==> src/rtl/synth_result_drain_if.sv <==
// synth_result_drain_if: result-word input and valid/ready output channel of the drain.
interface synth_result_drain_if #(
    parameter int DATA_W = 32
);
    logic              in_valid;
    logic [DATA_W-1:0] in_data;
    logic              out_valid;
    logic [DATA_W-1:0] out_data;
    logic              out_ready;

    modport master (
        output in_valid, in_data, out_ready,
        input  out_valid, out_data
    );

    modport slave (
        input  in_valid, in_data, out_ready,
        output out_valid, out_data
    );
endinterface

==> src/rtl/synth_result_drain.sv <==
// synth_result_drain: show-ahead FIFO that drains core results to a valid/ready consumer,
// keeping a rotate-XOR signature, a saturating accepted-word count and a sticky overflow flag.
module synth_result_drain #(
    parameter int DATA_W = 32,
    parameter int DEPTH  = 8,
    parameter int CNT_W  = 16
) (
    input  logic                     clk,
    input  logic                     rst,
    input  logic                     clr,
    synth_result_drain_if.slave      bus,
    output logic [$clog2(DEPTH):0]   level,
    output logic [DATA_W-1:0]        sig,
    output logic [CNT_W-1:0]         count,
    output logic                     overflow
);
    localparam int AW = $clog2(DEPTH);
    localparam int LW = AW + 1;

    logic [DATA_W-1:0] mem_q [DEPTH];
    logic [AW-1:0]     rd_q, rd_d, wr_q, wr_d;
    logic [LW-1:0]     level_q, level_d;
    logic [DATA_W-1:0] sig_q, sig_d;
    logic [CNT_W-1:0]  count_q, count_d;
    logic              ovf_q, ovf_d;
    logic              full, pop, push, drop;

    assign full = level_q == LW'(DEPTH);
    assign pop  = bus.out_valid & bus.out_ready;
    // The core cannot stall, so a full FIFO only takes a word if a pop frees the slot.
    assign push = bus.in_valid & (!full | pop);
    assign drop = bus.in_valid & full & !pop;

    always_comb begin
        rd_d    = clr ? '0 : pop ? rd_q + AW'(1) : rd_q;
        wr_d    = clr ? '0 : push ? wr_q + AW'(1) : wr_q;
        level_d = clr ? '0 : (push & !pop) ? level_q + LW'(1) : (pop & !push) ? level_q - LW'(1) : level_q;
        sig_d   = clr ? '0 : push ? {sig_q[DATA_W-2:0], sig_q[DATA_W-1]} ^ bus.in_data : sig_q;
        count_d = clr ? '0 : (push & ~&count_q) ? count_q + CNT_W'(1) : count_q;
        ovf_d   = !clr & (ovf_q | drop);
    end

    always_ff @(posedge clk or posedge rst) begin
        if (rst) begin
            rd_q    <= '0;
            wr_q    <= '0;
            level_q <= '0;
            sig_q   <= '0;
            count_q <= '0;
            ovf_q   <= 1'b0;
        end else begin
            rd_q    <= rd_d;
            wr_q    <= wr_d;
            level_q <= level_d;
            sig_q   <= sig_d;
            count_q <= count_d;
            ovf_q   <= ovf_d;
        end
    end

    always_ff @(posedge clk) begin
        if (push & !clr) mem_q[wr_q] <= bus.in_data;
    end

    assign bus.out_valid = level_q != '0;
    assign bus.out_data  = mem_q[rd_q];
    assign level         = level_q;
    assign sig           = sig_q;
    assign count         = count_q;
    assign overflow      = ovf_q;
endmodule
==> src/flat_wrapper.sv <==
// flat-port wrapper written by rule: the top's interface ports become plain ports
module synth_result_drain_flat 
#(
    parameter int DATA_W = 32,
    parameter int DEPTH  = 8,
    parameter int CNT_W  = 16
)
  (clk, rst, clr, level, sig, count, overflow, bus_in_valid, bus_in_data, bus_out_ready, bus_out_valid, bus_out_data);
  synth_result_drain_if #(.DATA_W(DATA_W)) bus_i ();
  input  logic clk;
  input  logic rst;
  input  logic clr;
  output logic [$clog2(DEPTH):0] level;
  output logic [DATA_W-1:0] sig;
  output logic [CNT_W-1:0] count;
  output logic overflow;
  input wire logic [$bits(bus_i.in_valid)-1:0] bus_in_valid;
  input wire logic [$bits(bus_i.in_data)-1:0] bus_in_data;
  input wire logic [$bits(bus_i.out_ready)-1:0] bus_out_ready;
  output wire logic [$bits(bus_i.out_valid)-1:0] bus_out_valid;
  output wire logic [$bits(bus_i.out_data)-1:0] bus_out_data;
  assign bus_i.in_valid = bus_in_valid;
  assign bus_i.in_data = bus_in_data;
  assign bus_i.out_ready = bus_out_ready;
  assign bus_out_valid = bus_i.out_valid;
  assign bus_out_data = bus_i.out_data;
  synth_result_drain #(.DATA_W(DATA_W), .DEPTH(DEPTH), .CNT_W(CNT_W)) u_core (.clk(clk), .rst(rst), .clr(clr), .bus(bus_i), .level(level), .sig(sig), .count(count), .overflow(overflow));
endmodule
==> config.mk <==
export PLATFORM = sky130hd
export DESIGN_NAME = synth_result_drain_flat
export DESIGN_NICKNAME = d
export VERILOG_FILES = /design/src/rtl/synth_result_drain_if.sv /design/src/rtl/synth_result_drain.sv /design/src/flat_wrapper.sv
export SDC_FILE = /design/constraint.sdc
export NUM_CORES = 1
export LEC_CHECK = 0
export CORE_MARGIN = 4
export CORE_UTILIZATION = 50
export CTS_CLUSTER_SIZE = 20
export DETAILED_ROUTE_END_ITERATION = 12
export HOLD_SLACK_MARGIN = 0.03
export PLACE_DENSITY = 0.81
export SLEW_MARGIN = 20
export SYNTH_ARGS = -nofsm -noshare
export SYNTH_HDL_FRONTEND = slang
export SYNTH_SLANG_ARGS = --single-unit
==> constraint.sdc <==
create_clock -name clk -period 10.22 [get_ports clk]
set_clock_uncertainty 0.05 [all_clocks]
set_input_delay 1.533 -clock clk [delete_from_list [all_inputs] [get_ports clk]]
set_output_delay 1.533 -clock clk [all_outputs]
set_load 0.03 [all_outputs]
==> out/metrics.csv, run 1 <==
stage,metric,value,unit
outcome,status,completed,
global_routing,first-pass GRT wire length,41700,um
clocking,"Clk pin slew, worst setup/hold paths",60,ps
power_and_ir_drop,Switching Fraction,0.274,
global_routing,initial antenna violation count,1,
global_routing,largest net degree at the start of global routing,77,
worst_setup_path,Crit path required time,8640,ps
worst_setup_path,maximum fanout along the worst path,44,
timing,Sum Neg Setup Slack,0,ps
global_routing,met2 Track Usage GR,0.307,
final_layout,"Core Util, Final",0.622,
detailed_routing,DR vias/cell,5.76,
placed_design,port buffer count,122,
detailed_routing,DRC,0,
timing,Fin Hold WS,518,ps
timing,final hold viol count,0,
hold_path,hold crit path type,reg -> reg,
worst_setup_path,crit-path cells,"buf_4, mux4_2, mux2_2, clkdlybuf4s50_1",
worst_setup_path,CP peak stage delay,770,ps
worst_setup_path,Buf/Inv on CP,2,
detailed_routing,via count,6767,
floorplan,initial core utilization,0.514,
synth,Synth Area in Adders,0.00652,
power_and_ir_drop,Reg power frac,0.447,
detailed_routing,drt pass-1 iters,4,
power_and_ir_drop,Peak VDD IR,0.000173,V
synth,Synth Area in Compound Gates,0.0317,
worst_setup_path,Crit. End Element,output pin,
worst_setup_path,R2R setup slack,7480,ps
timing,period utilization,0.507,
synth,"Net Count, Synth",731,
timing,minimum clock period,5180,ps
power_and_ir_drop,clock share of power,0.324,
final_layout,area grow syn2layout,21.0,%
synth,post-synthesis sequential area ratio,0.724,
detailed_routing,Iter 0 DRT Violations,512,
synth,most common cell in the netlist,edfxtp_1,
floorplan,# rows,57,
final_layout,Final nets,870,
synth,Post-Synth XOR/XNOR Area,0.0325,
global_routing,GRT overflow,0,
synth,multiplexer share of the synthesized area,0.145,
final_layout,FF/Latch Area,0.00917,mm^2
synth,largest family of logic cells by synthesized area,multiplexers,
global_routing,met3 Use GR,0.0427,
clocking,worst skew pair latency,550,ps
synth,post-synth top area share,0.607,
synth,#FFs+latches synth,315,
floorplan,Die X-Extent,167,um
clocking,TritonCTS clock tree,built,
power_and_ir_drop,Internal Pwr Total,2.45,mW
clocking,CTS Sinks,315,
clocking,cts hold-fix bufs,0,
synth,Simple-Gate Fraction of Synth Area,0.0461,
synth,Post-Syn Area,0.0127,mm^2
timing,setup ws final,5040,ps
timing,RSZ-0062 raised after global routing,no,
worst_setup_path,Worst R2R Path Depth,7,
worst_setup_path,beginning of the critical path,u_core.rd_q[0],
synth,commonest cells in the netlist,"edfxtp_1, mux4_2, dfrtp_1",
hold_path,hold path depth,2,
placed_design,post-detail-place hpwl,15300,um
timing,Fmax,0.193,GHz
floorplan,full die area,0.0279,mm^2
synth,synthesized area per cell,18.4,um^2
floorplan,Core Area,0.0246,mm^2
worst_setup_path,critical path's top delay family,buffers and inverters,
worst_setup_path,Worst setup SP type,register,
synth,"Primary FF master, synth",edfxtp_1,
timing,setup violators final,0,
clocking,CTS H-Tree Depth,1,
synth,"Async S/R FF share, synth",0.187,
detailed_routing,WL/cell,22.2,um
floorplan,Die Y,167,um
power_and_ir_drop,P_sw,0.922,mW
clocking,CTS-repair resized insts,0,
final_layout,Inserted Diodes,0,
flow_run,Max-Cap Viols,0,
detailed_routing,Post-DRT Antenna Nets,0,
worst_setup_path,number of stages on the worst setup path,4,
worst_setup_path,worst path arrival time,3590,ps
worst_setup_path,Worst setup endpoint,bus_out_data[4],
synth,Ys Warns,0,
final_layout,multi-input combinational cell area,0.00337,mm^2
worst_setup_path,reg-to-reg critical path endpoint,u_core.mem_q[7][4],
worst_setup_path,"Slowest-stage cell, CP",buf_4,
clocking,CTS root buf,clkbuf_16,
global_routing,GRT busiest layer,met2,
timing,Slew @ Worst Pin,1150,ps
timing,Final Max Slew Viols,0,
placed_design,gpl congestion,0.810,
timing,Rel. slew slack,0.230,
global_routing,number of global-route vias before repair,7153,
power_and_ir_drop,Pwr Density,220,mW/mm^2
detailed_routing,WL final,26000,um
clocking,CTS max path bufs,3,
placed_design,placed cell areas,0.0143,mm^2
synth,number of synthesized flops with an enable pin,256,
synth,Mapped Cells,688,
floorplan,I/O pins,123,
clocking,post-CTS setup repair buffer count,0,
clocking,cts bufs inserted,31,
worst_setup_path,kind of critical path,reg -> out,
synth,Unique masters post-synth,48,
final_layout,# fillers,1707,
placed_design,pre-CTS setup slack,5530,ps
synth,largest cells by area after synthesis,"edfxtp_1, dfrtp_1, mux4_2",
global_routing,Overall Global Routing Usage,0.190,
synth,Yosys top cell by area,edfxtp_1,
final_layout,final instance area,0.0153,mm^2
final_layout,layout cells sized above 1,0.214,
power_and_ir_drop,combinational fraction of design power,0.230,
worst_setup_path,FF-to-FF Start,u_core.level[0],
power_and_ir_drop,leakage,5.06,nW
global_routing,met1 usage,0.272,
power by group through the flow:
stage | combinational, mW | clock, mW | sequential, mW
2_1_floorplan | 0.506 | 0 | 1.54
3_3_place_gp | 0.770 | 0 | 1.53
3_5_place_dp | 0.780 | 0 | 1.53
4_1_cts | 0.785 | 1.11 | 1.51
5_1_grt | 0.829 | 1.17 | 1.51
6_report | 0.773 | 1.09 | 1.51
flip-flops by register name, summed over array words and instances, names as in the netlist:
| register | cells |
|---|---|
| u_core.sig | 32 |
| u_core.level | 4 |
| u_core.rd_q | 3 |
| u_core.wr_q | 3 |
| u_core.mem_q | 256 |
| u_core.overflow | 1 |
| u_core.count | 16 |
cell type report:
class,count,area share
clock inverter,21,0.0122
timing repair buffer,141,0.0887
tap,324,0.0265
sequential,315,0.599
inverter,8,0.00196
multi-input combinational,330,0.220
clock buffer,36,0.0519
cells in the final DEF (no fill, tap or decap), types with 2 or more instances in the layout:
| master | Yosys | final |
|---|---|---|
| mux2i_1 | 2 | 2 |
| or3_1 | 2 | 2 |
| a31oi_1 | 2 | 2 |
| clkinv_1 | 0 | 7 |
| mux4_2 | 64 | 64 |
| nor2b_1 | 3 | 3 |
| o31ai_1 | 2 | 2 |
| nor4_2 | 1 | 4 |
| nor4_1 | 6 | 3 |
| xnor2_1 | 40 | 40 |
| clkinv_2 | 0 | 7 |
| clkbuf_1 | 22 | 5 |
| xor2_1 | 7 | 7 |
| dfrtp_1 | 59 | 56 |
| bufinv_16 | 0 | 3 |
| nor3_2 | 1 | 2 |
| inv_1 | 8 | 7 |
| nor2_4 | 0 | 3 |
| nand4_1 | 6 | 6 |
| buf_4 | 1 | 19 |
| edfxtp_1 | 256 | 256 |
| clkinvlp_4 | 0 | 2 |
| mux2_2 | 32 | 32 |
| clkdlybuf4s50_1 | 0 | 121 |
| nand3_1 | 9 | 9 |
| nor2_1 | 58 | 55 |
| dfrtp_2 | 0 | 2 |
| and3_1 | 2 | 2 |
| nand2_1 | 18 | 18 |
| ha_1 | 5 | 5 |
| clkbuf_16 | 0 | 31 |
| a21oi_1 | 8 | 8 |
| a211oi_1 | 32 | 32 |
| a311oi_1 | 2 | 2 |
| nand2b_1 | 4 | 4 |
| nor3_1 | 5 | 4 |
| o21ai_0 | 2 | 2 |
per-stage QoR:
step / std cells / total power, mW
finish: 1175 / 3.37
floorplan: 688 / 2.05
global route: 1175 / 3.52
CTS: 1175 / 3.40
global placement: 1118 / 2.30
detailed placement: 1118 / 2.31
cells by family after synthesis:
family,Yosys count
buffers and inverters,43
AND/OR/NAND/NOR,122
flip-flops,315
AO/OA/AOI/OAI,56
multiplexers,99
XOR/XNOR,47
adder cells (fa/ha/maj),6
worst reg2reg max path: stages (launching register included):
cell	delay [ps]
dfrtp_1	450
or3_1	240
o21ai_1	90
buf_4	200
nor2_1	100
nand2_1	220
nor2_4	600
buf_4	440
how the worst min path moves through the flow:
stage | start | end | slack [ps]
2_1_floorplan | u_core.wr_q[1] | u_core.wr_q[1] | 520
3_3_place_gp | u_core.level[2] | u_core.level[2] | 500
3_5_place_dp | u_core.level[2] | u_core.level[2] | 510
4_1_cts | u_core.level[2] | u_core.level[2] | 530
5_1_grt | u_core.sig[5] | u_core.sig[5] | 570
6_report | u_core.level[2] | u_core.level[2] | 520
per-layer routing:
metal | share of wire | routed length, um | up-vias
met5 | 0.00077 | 20 | -
met4 | 0.013 | 326 | 2
met3 | 0.069 | 1800 | 32
met2 | 0.49 | 12900 | 228
met1 | 0.42 | 11000 | 3494
li1 | - | - | 3011
(Power assumes the default switching activity.)
==> run 2: changes to the inputs <==
Settings changed: PLACE_DENSITY 0.81 to 0.84.
Clock period 10.22 ns to 4.5 ns, I/O delays scaled along.
==> out/metrics.csv, run 2 (same netlist as run 1, synthesis figures left out) <==
stage,metric,value,unit,change
outcome,status,completed,,
final_layout,area grow syn2layout,21.3,%,
floorplan,Die Y,167,um,unchanged
power_and_ir_drop,combinational fraction of design power,0.234,,+0.004
floorplan,full die area,0.0279,mm^2,unchanged
final_layout,# fillers,1699,,-0.47%
clocking,CTS max path bufs,3,,unchanged
power_and_ir_drop,Switching Fraction,0.273,,-0.00101
timing,Fin Hold WS,487,ps,-31.2 ps
final_layout,Inserted Diodes,0,,unchanged
detailed_routing,WL/cell,22.9,um,+3.1%
timing,Fmax,0.263,GHz,
placed_design,placed cell areas,0.0144,mm^2,+0.24%
worst_setup_path,kind of critical path,reg -> out,,
placed_design,gpl congestion,0.807,,-0.42%
final_layout,"most common cell after layout, fill and taps aside",edfxtp_1,,
detailed_routing,drt pass-1 iters,5,,+1
clocking,CTS-repair resized insts,0,,unchanged
detailed_routing,Post-DRT Antenna Nets,0,,unchanged
floorplan,I/O pins,123,,unchanged
timing,Slew @ Worst Pin,1040,ps,-108 ps
final_layout,Largest Register,u_core.mem_q,,
clocking,"Clk pin slew, worst setup/hold paths",60,ps,about the same
power_and_ir_drop,clock share of power,0.323,,about the same
clocking,worst skew pair latency,540,ps,about the same
global_routing,number of global-route vias before repair,7200,,+0.66%
detailed_routing,WL final,26800,um,+3.1%
clocking,cts hold-fix bufs,0,,unchanged
global_routing,largest net degree at the start of global routing,76,,-1.3%
power_and_ir_drop,Peak VDD IR,0.000345,V,+100%
hold_path,hold crit path type,in -> reg,,
worst_setup_path,Worst setup SP type,register,,
power_and_ir_drop,Reg power frac,0.444,,-0.003
global_routing,GRT overflow,0,,unchanged
clocking,CTS Sinks,315,,unchanged
power_and_ir_drop,P_sw,2.10,mW,+130%
final_layout,max reg flops,256,,unchanged
final_layout,final instance area,0.0154,mm^2,+0.25%
power_and_ir_drop,Pwr Density,502,mW/mm^2,+130%
clocking,CTS H-Tree Depth,1,,unchanged
placed_design,port buffer count,122,,unchanged
timing,Final Max Slew Viols,0,,unchanged
final_layout,multi-input combinational cell area,0.00338,mm^2,+0.26%
global_routing,initial antenna violation count,1,,unchanged
clocking,cts bufs inserted,31,,unchanged
timing,final hold viol count,0,,unchanged
detailed_routing,DRC,0,,unchanged
power_and_ir_drop,Internal Pwr Total,5.60,mW,+130%
worst_setup_path,maximum fanout along the worst path,19,,-57%
final_layout,FF/Latch Area,0.00917,mm^2,unchanged
final_layout,"commonest cells after routing, fill and taps aside","edfxtp_1, clkdlybuf4s50_1, mux4_2",,
placed_design,post-detail-place hpwl,15900,um,+4.1%
timing,RSZ-0062 raised after global routing,no,,
clocking,CTS root buf,clkbuf_16,,
timing,Rel. slew slack,0.309,,+0.0786
worst_setup_path,worst path arrival time,3070,ps,-520 ps
worst_setup_path,Crit. End Element,output pin,,
detailed_routing,via count,6794,,+0.40%
timing,Sum Neg Setup Slack,0,ps,unchanged
timing,period utilization,0.844,,
floorplan,# rows,57,,unchanged
global_routing,Overall Global Routing Usage,0.191,,+0.00196
worst_setup_path,Crit path required time,3770,ps,-4870 ps
power_and_ir_drop,leakage,5.08,nW,+0.34%
detailed_routing,Iter 0 DRT Violations,498,,-2.7%
detailed_routing,DR vias/cell,5.78,,+0.40%
final_layout,layout cells sized above 1,0.213,,-0.00118
floorplan,Die X-Extent,167,um,unchanged
global_routing,first-pass GRT wire length,41800,um,+0.41%
clocking,post-CTS setup repair buffer count,0,,unchanged
timing,setup violators final,0,,unchanged
timing,minimum clock period,3800,ps,
floorplan,initial core utilization,0.514,,unchanged
clocking,TritonCTS clock tree,built,,
flow_run,Max-Cap Viols,0,,unchanged
final_layout,Final nets,870,,unchanged
floorplan,Core Area,0.0246,mm^2,unchanged
==> run 2: changes by cell type in the layout (fill, tap and decap cells not counted), sizes merged <==
| cell | before | now |
|---|---|---|
| bufinv | 3 | 2 |
| clkbuf | 36 | 46 |
| clkinv | 15 | 8 |
| inv | 9 | 8 |
| clkinvlp | 2 | 1 |
==> run 2: path summary, 6_finish.rpt <==
kind                                          to  slack [ps]             from  cells past startpoint
worst max-delay path            bus_out_data[19]         700   u_core.rd_q[0]                      4
worst min-delay path              u_core.wr_q[2]         490              clr                      2
worst max register to register   u_core.level[3]        1800  u_core.level[0]                      9
worst min register to register   u_core.count[4]         540  u_core.count[4]                      1
max in group asynchronous       u_core.count[15]        2850              rst                      3
min in group asynchronous        u_core.count[8]         640              rst                      2
==> run 2: power groups by stage <==
stage | logic [mW] | registers (mW) | clock network [mW]
global placement | 1.78 | 3.47 | 0
global route | 1.92 | 3.43 | 2.65
CTS | 1.83 | 3.42 | 2.53
floorplan | 1.15 | 3.50 | 0
detailed placement | 1.82 | 3.47 | 0
finish | 1.80 | 3.42 | 2.48
==> run 2: layer usage <==
layer,vias to the layer above,global-route usage,wire length [um]
li1,2998,-,-
met1,3526,0.270,11300
met2,233,0.317,13300
met3,35,0.0365,1720
met4,2,0.0409,481
met5,-,0,10
==> run 2: stage by stage <==
step                setup WS, ps  total power, mW  instances   util
floorplan                   -388             4.65        688      -
global placement            1270             5.25       1118  0.584
detailed placement          1210             5.29       1118  0.584
CTS                          621             7.78       1175  0.624
global route                 529             8.01       1175  0.624
finish                       702             7.70       1175  0.624
==> run 2: cell type report <==
type / instances / area share
clock inverters: 11 / 0.00676
multi-input cells: 330 / 0.220
inverters: 8 / 0.00196
repair buffers: 141 / 0.0901
clock buffers: 46 / 0.0575
flip-flops and latches: 315 / 0.597
well taps: 324 / 0.0264
==> run 2: worst max-delay path: stages, from the launching register on <==
cell and delay [ps]:
dfrtp_4 630, buf_4 420, mux4_2 550, mux2_2 280, clkdlybuf4s50_1 630
==> run 3: changes to the inputs <==
Settings changed: PLACE_DENSITY 0.84 to 0.81.
Clock period 4.5 ns to 3.8 ns, I/O delays scaled along.
==> out/metrics.csv, run 3 (same netlist as run 1, synthesis figures left out) <==
stage,metric,value,unit,change
timing,Fmax,0.281,GHz,
floorplan,# rows,57,,unchanged
global_routing,met3 Use GR,0.0401,,+0.00354
detailed_routing,Iter 0 DRT Violations,508,,+2.0%
placed_design,post-detail-place hpwl,15800,um,-1.1%
worst_setup_path,Crit. End Element,output pin,,
timing,Final Max Slew Viols,0,,unchanged
final_layout,Final nets,873,,+0.34%
final_layout,Inserted Diodes,0,,unchanged
detailed_routing,via count,6776,,-0.26%
clocking,TritonCTS clock tree,built,,
flow_run,Max-Cap Viols,0,,unchanged
worst_setup_path,Buf/Inv on CP,2,,unchanged
global_routing,GRT busiest layer,met2,,
hold_path,hold crit path type,in -> reg,,
clocking,cts hold-fix bufs,0,,unchanged
power_and_ir_drop,Internal Pwr Total,6.94,mW,+24%
placed_design,port buffer count,122,,unchanged
floorplan,Die Y,167,um,unchanged
global_routing,GRT overflow,0,,unchanged
power_and_ir_drop,Pwr Density,609,mW/mm^2,+21%
global_routing,number of global-route vias before repair,7284,,+1.2%
timing,minimum clock period,3560,ps,
final_layout,# fillers,1651,,-2.8%
worst_setup_path,kind of critical path,reg -> out,,
timing,final hold viol count,0,,unchanged
placed_design,gpl congestion,0.833,,+3.2%
placed_design,Placed Cells,1121,,+0.27%
clocking,post-CTS setup repair buffer count,0,,unchanged
detailed_routing,WL final,26800,um,-0.14%
floorplan,Die X-Extent,167,um,unchanged
floorplan,initial core utilization,0.514,,unchanged
final_layout,non-filler instance count after layout,1178,,+0.26%
floorplan,I/O pins,123,,unchanged
power_and_ir_drop,leakage,5.15,nW,+1.5%
global_routing,met1 usage,0.255,,-0.0155
timing,setup violators final,0,,unchanged
worst_setup_path,R2R setup slack,980,ps,-820 ps
global_routing,Overall Global Routing Usage,0.192,,+0.000365
worst_setup_path,worst path arrival time,2940,ps,-130 ps
floorplan,Core Area,0.0246,mm^2,unchanged
clocking,cts bufs inserted,31,,unchanged
global_routing,initial antenna violation count,1,,unchanged
detailed_routing,drt pass-1 iters,5,,unchanged
final_layout,layout cells sized above 1,0.221,,+0.00862
power_and_ir_drop,Switching Fraction,0.267,,-0.00570
timing,Rel. slew slack,0.421,,+0.113
timing,Slew @ Worst Pin,868,ps,-169 ps
worst_setup_path,Worst setup SP type,register,,
timing,RSZ-0062 raised after global routing,no,,
global_routing,met2 Track Usage GR,0.328,,+0.0116
worst_setup_path,critical path's top delay family,buffers and inverters,,
worst_setup_path,Crit path required time,3180,ps,-590 ps
floorplan,full die area,0.0279,mm^2,unchanged
power_and_ir_drop,P_sw,2.53,mW,+20%
clocking,"Clk pin slew, worst setup/hold paths",60,ps,about the same
timing,period utilization,0.936,,
final_layout,"most common cell after layout, fill and taps aside",edfxtp_1,,
clocking,CTS max path bufs,3,,unchanged
power_and_ir_drop,Reg power frac,0.426,,-0.018
power_and_ir_drop,Peak VDD IR,0.000357,V,+3.6%
detailed_routing,WL/cell,22.8,um,-0.39%
worst_setup_path,crit-path cells,"buf_12, mux4_2, mux2_2, clkdlybuf4s50_1",,
detailed_routing,Post-DRT Antenna Nets,0,,unchanged
timing,Sum Neg Setup Slack,0,ps,unchanged
global_routing,largest net degree at the start of global routing,76,,unchanged
clocking,CTS root buf,clkbuf_16,,
outcome,status,completed,,
clocking,CTS H-Tree Depth,1,,unchanged
detailed_routing,DR vias/cell,5.75,,-0.52%
final_layout,area grow syn2layout,22.9,%,
global_routing,first-pass GRT wire length,42100,um,+0.71%
final_layout,max reg flops,256,,unchanged
placed_design,placed cell areas,0.0144,mm^2,+0.55%
clocking,CTS-repair resized insts,0,,unchanged
power_and_ir_drop,clock share of power,0.346,,+0.023
detailed_routing,DRC,0,,unchanged
worst_setup_path,maximum fanout along the worst path,30,,+11
power_and_ir_drop,combinational fraction of design power,0.229,,-0.005
clocking,CTS Sinks,315,,unchanged
power_and_ir_drop,final total power,9.47,mW,+23%
worst_setup_path,CP peak stage delay,630,ps,about the same
clocking,worst skew pair latency,540,ps,about the same
final_layout,Largest Register,u_core.mem_q,,
final_layout,final instance area,0.0156,mm^2,+1.3%
worst_setup_path,"Slowest-stage cell, CP",dfrtp_4,,
final_layout,"commonest cells after routing, fill and taps aside","edfxtp_1, clkdlybuf4s50_1, mux4_2",,
run 3: cell count changes in the layout (fill, tap and decap cells not counted), sizes merged:
cell / delta
bufinv: +5
buf: +3
clkbuf: -9
clkinv: +2
clkinvlp: +2
run 3: metrics by stage:
step	setup WS (ps)	hold slack, ps	utilization
final	242	435	0.632
after global routing	114	434	0.632
after CTS	166	407	0.632
after detailed placement	773	500	0.587
after global placement	800	499	0.587
after floorplan	-983	533	-
run 3: final timing paths:
path                                    to             from  cells after the start
hold reg to reg            u_core.level[2]  u_core.level[2]                      2
min in group asynchronous  u_core.count[7]              rst                      3
setup / recovery           bus_out_data[6]   u_core.rd_q[0]                      4
hold / removal             u_core.count[9]              clr                      2
setup reg to reg           u_core.level[3]  u_core.level[0]                      9
max in group asynchronous   u_core.rd_q[0]              rst                      3
run 3: layout make-up:
class	count	area (um^2)	share of cell area
well taps	324	405	0.0261
inverters	8	30.0	0.00193
clock inverters	20	277	0.0178
repair buffers	144	1460	0.0937
flip-flops and latches	315	9170	0.590
clock buffers	37	828	0.0533
multi-input cells	330	3380	0.218
run 3: routing by layer:
metal / vias up / share of wire
li1: 3013 / -
met1: 3490 / 0.41
met2: 220 / 0.51
met3: 51 / 0.063
met4: 2 / 0.022
met5: - / 0.00048
run 3: power by group through the flow:
stage,clock (mW),sequential [mW],combinational (mW)
final,3.27,4.03,2.17
after CTS,3.33,4.03,2.20
after floorplan,0,4.14,1.36
after global routing,3.50,4.05,2.31
after global placement,0,4.10,2.15
after detailed placement,0,4.10,2.18
